$ cat config.mk
export PLATFORM = sky130hd
export DESIGN_NAME = neuron_mac_flat
export DESIGN_NICKNAME = d
export VERILOG_FILES = /design/src/rtl/neuron_mac_if.sv /design/src/rtl/neuron_mac.sv /design/src/flat_wrapper.sv
export SDC_FILE = /design/constraint.sdc
export NUM_CORES = 2
export LEC_CHECK = 0
export BUFFER_PORTS_ARGS = -buffer_cell sky130_fd_sc_hd__buf_2
export CAP_MARGIN = 15
export CORE_MARGIN = 4
export CORE_UTILIZATION = 45
export DETAILED_ROUTE_END_ITERATION = 12
export SETUP_SLACK_MARGIN = 0.5
export SLEW_MARGIN = 20
export SYNTH_ARGS = -nofsm -noshare
export SYNTH_HDL_FRONTEND = slang
export SYNTH_SLANG_ARGS = --single-unit
$ cat constraint.sdc
create_clock -name clk -period 5.99 [get_ports clk]
set_clock_uncertainty 0.2 [all_clocks]
set_input_delay 0.8985 -clock clk [delete_from_list [all_inputs] [get_ports clk]]
set_output_delay 0.8985 -clock clk [all_outputs]
set_load 0.1 [all_outputs]
$ cat src/rtl/neuron_mac_if.sv
// neuron_mac handshake bundle: start/bias, pair stream, result.
// master drives stimulus, slave is the MAC stage.
interface neuron_mac_if #(
    parameter int DWIDTH = 32
);
    logic              start;
    logic [DWIDTH-1:0] bias;
    logic              in_valid;
    logic              in_ready;
    logic [DWIDTH-1:0] x_in;
    logic [DWIDTH-1:0] w_in;
    logic              out_valid;
    logic              out_ready;
    logic [DWIDTH-1:0] sum_out;
    logic              busy;

    modport master (
        output start, bias, in_valid, x_in, w_in, out_ready,
        input  in_ready, out_valid, sum_out, busy
    );

    modport slave (
        input  start, bias, in_valid, x_in, w_in, out_ready,
        output in_ready, out_valid, sum_out, busy
    );
endinterface

$ cat src/rtl/neuron_mac.sv
// Q8.24 per-neuron MAC: bias + sum(x*w) over N_IN pairs.
// Define NEURON_MAC_SAT_EN for saturating product and accumulate.
module neuron_mac #(
    parameter int DWIDTH = 32,
    parameter int FRAC   = 24,
    parameter int N_IN   = 4,
    parameter int CNT_W  = 8
) (
    input  logic         clk,
    input  logic         rst_n,
    neuron_mac_if.slave  bus
);
    typedef enum logic [1:0] {IDLE, ACC, DONE} state_t;

    localparam logic [CNT_W-1:0] LAST = CNT_W'(N_IN - 1);

    state_t                     state;
    logic [DWIDTH-1:0]          acc;
    logic [CNT_W-1:0]           cnt;
    logic                       out_valid_q;
    logic [DWIDTH-1:0]          sum_q;

    logic signed [2*DWIDTH-1:0] prod;
    logic [DWIDTH-1:0]          p;
    logic [DWIDTH-1:0]          sum_n;
    logic                       unused_bits;

`ifdef NEURON_MAC_SAT_EN
    localparam logic [DWIDTH-1:0] MAXV = {1'b0, {(DWIDTH-1){1'b1}}};
    localparam logic [DWIDTH-1:0] MINV = {1'b1, {(DWIDTH-1){1'b0}}};

    logic [DWIDTH-FRAC:0] hi;

    // Product rescale and accumulate, clamped at the Q8.24 limits.
    always_comb begin
        prod  = $signed(bus.x_in) * $signed(bus.w_in);
        hi    = prod[2*DWIDTH-1:DWIDTH-1+FRAC];
        p     = prod[DWIDTH-1+FRAC:FRAC];
        if (!(&hi) && (|hi))
            p = prod[2*DWIDTH-1] ? MINV : MAXV;
        sum_n = acc + p;
        if (acc[DWIDTH-1] == p[DWIDTH-1] &&
            sum_n[DWIDTH-1] != acc[DWIDTH-1])
            sum_n = acc[DWIDTH-1] ? MINV : MAXV;
        unused_bits = ^prod[FRAC-1:0];
    end
`else
    // Product rescale (floor) and wrapping accumulate.
    always_comb begin
        prod        = $signed(bus.x_in) * $signed(bus.w_in);
        p           = prod[DWIDTH-1+FRAC:FRAC];
        sum_n       = acc + p;
        unused_bits = ^{prod[2*DWIDTH-1:DWIDTH+FRAC], prod[FRAC-1:0]};
    end
`endif

    assign bus.in_ready  = (state == ACC);
    assign bus.busy      = (state != IDLE);
    assign bus.out_valid = out_valid_q;
    assign bus.sum_out   = sum_q;

    // Evaluation FSM: load bias, take N_IN pairs, hold result.
    always_ff @(posedge clk or negedge rst_n) begin
        if (!rst_n) begin
            state       <= IDLE;
            acc         <= '0;
            cnt         <= '0;
            out_valid_q <= 1'b0;
            sum_q       <= '0;
        end else begin
            unique case (state)
                IDLE: begin
                    if (bus.start) begin
                        acc   <= bus.bias;
                        cnt   <= '0;
                        state <= ACC;
                    end
                end
                ACC: begin
                    if (bus.in_valid) begin
                        acc <= sum_n;
                        cnt <= cnt + CNT_W'(1);
                        if (cnt == LAST) begin
                            sum_q       <= sum_n;
                            out_valid_q <= 1'b1;
                            state       <= DONE;
                        end
                    end
                end
                DONE: begin
                    if (bus.out_ready) begin
                        out_valid_q <= 1'b0;
                        state       <= IDLE;
                    end
                end
                default: state <= IDLE;
            endcase
        end
    end
endmodule

$ cat src/flat_wrapper.sv
// flat-port wrapper written by rule: the top's interface ports become plain ports
module neuron_mac_flat 
#(
    parameter int DWIDTH = 32,
    parameter int FRAC   = 24,
    parameter int N_IN   = 4,
    parameter int CNT_W  = 8
)
  (clk, rst_n, bus_start, bus_bias, bus_in_valid, bus_x_in, bus_w_in, bus_out_ready, bus_in_ready, bus_out_valid, bus_sum_out, bus_busy);
  neuron_mac_if #(.DWIDTH(DWIDTH)) bus_i ();
  input  logic clk;
  input  logic rst_n;
  input wire logic [$bits(bus_i.start)-1:0] bus_start;
  input wire logic [$bits(bus_i.bias)-1:0] bus_bias;
  input wire logic [$bits(bus_i.in_valid)-1:0] bus_in_valid;
  input wire logic [$bits(bus_i.x_in)-1:0] bus_x_in;
  input wire logic [$bits(bus_i.w_in)-1:0] bus_w_in;
  input wire logic [$bits(bus_i.out_ready)-1:0] bus_out_ready;
  output wire logic [$bits(bus_i.in_ready)-1:0] bus_in_ready;
  output wire logic [$bits(bus_i.out_valid)-1:0] bus_out_valid;
  output wire logic [$bits(bus_i.sum_out)-1:0] bus_sum_out;
  output wire logic [$bits(bus_i.busy)-1:0] bus_busy;
  assign bus_i.start = bus_start;
  assign bus_i.bias = bus_bias;
  assign bus_i.in_valid = bus_in_valid;
  assign bus_i.x_in = bus_x_in;
  assign bus_i.w_in = bus_w_in;
  assign bus_i.out_ready = bus_out_ready;
  assign bus_in_ready = bus_i.in_ready;
  assign bus_out_valid = bus_i.out_valid;
  assign bus_sum_out = bus_i.sum_out;
  assign bus_busy = bus_i.busy;
  neuron_mac #(.DWIDTH(DWIDTH), .FRAC(FRAC), .N_IN(N_IN), .CNT_W(CNT_W)) u_core (.clk(clk), .rst_n(rst_n), .bus(bus_i));
endmodule
==> impl_metrics.toml <==
[sta]
rsz0062_at_grt = "true"
tightest_slew_ns = 1.01
fin_crit_sh = 1.63
whs_ns = 0.287
slew_violations = 0
min_period_ns = 9.78
setup_ws_ns = -3.79
finalSetupViolCount = 64
fmaxAchievable_mhz = 102
hold_viol = 0
worst_slew_margin_rel = 0.326

[global_route]
grt_max_degree = 76
track_usage = 0.246
grtUsageMet2 = 0.446
use_met1 = 0.303
antenna_found_initial = 4
grt_pass1_wl_mm = 166
grt_pass1_vias = 30800
grt.overflow.total = 0
gr-max-usage-layer = "met2"
grt_util_met3 = 0.0238

[placed_design]
placed_cell_area_sq_um = 41800
dpl_worst_slack_ns = -4.64
place_hpwl_mm = 88.6
place.gp.congestion = 0.895
port-buffer-count = 135

[logic_synthesis]
ys_seq_area_frac = 0.0508
yosys-top-cells-area = "fa_1 (53%), inv_1 (9.2%), and2_1 (8.1%), ha_1 (6.9%), nand2_1 (6.0%)"
synth_top_area_frac = 0.533
yosys_most_used_dff = "dfrtp_1"
ys_warn_count = 0
synth.distinct_cells = 55
syn_avg_cell_area_sq_um = 9.29
ys_seq_elements = 75
syn_area_sq_um = 36900
synth_edf_count = 0
synth_top_area_cell = "fa_1"
synthArstFlopShare = 1.00
synthesis.nets = 5266
netlist_instances = 3977

[routing]
vias_per_cell = 5.08
final_antenna_net_count = 0
first_iter_violations = 1321
dr.pass1.iters = 7
via_count = 27800
wl_mm = 102
drc = 0
wl_per_cell_microns = 18.7

[critical_path]
endpoint_kind = "register"
crit_top_cell = "fa_1"
crit_arrival_ns = 9.81
path_max_fanout = 6
crit_slowest_cell = "fa_1"
cpPeakStageDelay_ns = 0.57
crit_family = "adder cells"
critPathBufInv = 10
startpoint_type = "input pin"
cp.required_ns = 6.02
path_class = "in2reg"

[die]
floorplan.initialDensity = 0.456
die_area_sq_um = 86700
rows = 104
die_w_microns = 295
ios = 136
coreArea_sq_um = 80900
die_height_microns = 295

[status]
status = "complete, but fails checks"
violations = "negative setup slack"

[clock_network]
clk_latency_ns = 0.35
cts_buffers = 9
cts_buffer_depth = 2
htreeDepth = 3
postCtsHoldBufs = 0
clkSinkCount = 75
cts_tree = "built"
path_clk_slew_ns = 0.06
clock-root-buffer = "clkbuf_16"

[layout]
nNetsFinal = 5708
drive_gt1_frac = 0.203
layout_common_cells = "fa_1 (952), inv_1 (884), nand2_1 (582), and2_1 (458), buf_4 (429)"
layout.cells.most_common = "fa_1"
final_area_sq_um = 44400
areaGrowthSynthToFinish_pct = 20.1

[hold_path]
hold_path.class = "reg2reg"

[run]
drv_cap = 0
## synth_stat cells (4+ instances only)
cell / instances
a211oi_1: 5
nand2_1: 593
fa_1: 983
o211ai_1: 6
a21oi_1: 69
and2_1: 480
o21a_1: 11
mux2_2: 14
nand3_1: 21
clkbuf_1: 207
a21o_1: 33
xnor2_1: 56
nand4_1: 9
a211o_1: 4
dfrtp_1: 75
and3_1: 6
inv_1: 901
xor2_1: 38
nor2_1: 82
ha_1: 205
a31oi_1: 16
nand2b_1: 20
o21ai_1: 6
o21ai_0: 57
nor3_1: 10
o21bai_1: 8
nor2b_1: 19
## worst paths after layout
kind / from / to / slack [ns] / depth (start not counted)
worst min-delay path: u_core.bus.sum_out[15]$_DFFE_PN0P_ / u_core.bus.sum_out[15]$_DFFE_PN0P_ / 0.29 / 2
worst max register to register: u_core.state[1]$_DFFE_PN0P_ / u_core.bus.sum_out[8]$_DFFE_PN0P_ / 2.01 / 5
worst max-delay path: bus_w_in[5] / u_core.bus.sum_out[30]$_DFFE_PN0P_ / -3.79 / 38
worst min register to register: u_core.bus.sum_out[15]$_DFFE_PN0P_ / u_core.bus.sum_out[15]$_DFFE_PN0P_ / 0.29 / 2
min in group asynchronous: rst_n / u_core.state[1]$_DFFE_PN0P_ / 0.51 / 1
max in group asynchronous: rst_n / u_core.acc[3]$_DFFE_PN0P_ / 4.46 / 1
## worst register-to-register path, stage by stage (launching register included)
cell,delay [ns]
dfrtp_1,0.41
nand2b_2,0.65
inv_1,1.01
nand2_1,0.78
buf_4,0.49
mux2_2,0.32
## metrics by stage
| stage | setup TNS [ns] | instances | utilization |
|---|---|---|---|
| 2_1_floorplan | -174.24 | 3977 | - |
| 3_3_place_gp | -251.29 | 5398 | 0.516 |
| 3_5_place_dp | -253.01 | 5398 | 0.516 |
| 4_1_cts | -204.02 | 5457 | 0.538 |
| 5_1_grt | -227.06 | 5485 | 0.548 |
| 6_report | -205.92 | 5485 | 0.548 |
## sequential cells by signal, indices dropped and copies added (netlist names)
register              count
u_core.state              2
u_core.cnt                8
u_core.bus.out_valid      1
u_core.bus.sum_out       32
u_core.acc               32
## timing repair
item | 4_1_cts | 5_1_grt
setup endpoints to repair | 64 | 64
gates resized for setup | 258 | 151
pin swaps | 133 | 116
gates cloned | 5 | 0
buffers inserted | 38 | 27
## layout make-up
| class | count | area, sq um |
|---|---|---|
| repair buffers | 640 | 5300 |
| flip-flops and latches | 75 | 1880 |
| fillers | 7406 | 36600 |
| clock buffers | 11 | 243 |
| multi-input cells | 2792 | 32200 |
| diodes | 1 | 2.50 |
| clock inverters | 5 | 36.3 |
| inverters | 901 | 3380 |
| well taps | 1060 | 1330 |
## routing by layer
layer | part of all wire | wire length [microns]
met1 | 0.38 | 38900
met2 | 0.53 | 53900
met4 | 0.049 | 5060
met3 | 0.043 | 4380
met5 | 0.00013 | 13
## cell families after synthesis
kind of cell               count (synthesis)  share of synthesized area
and+or+nand+nor                         1251                      0.165
adders and majority gates               1188                      0.602
buffers and inverters                   1110                      0.113
AOI/OAI and AO/OA                        244                     0.0420
xor gates and xnor gates                  94                     0.0223
DFF                                       75                     0.0508
muxes                                     15                    0.00454
Power is not shown: default switching activity piles up to over one toggle a cycle in this logic, so the estimate is an artifact.
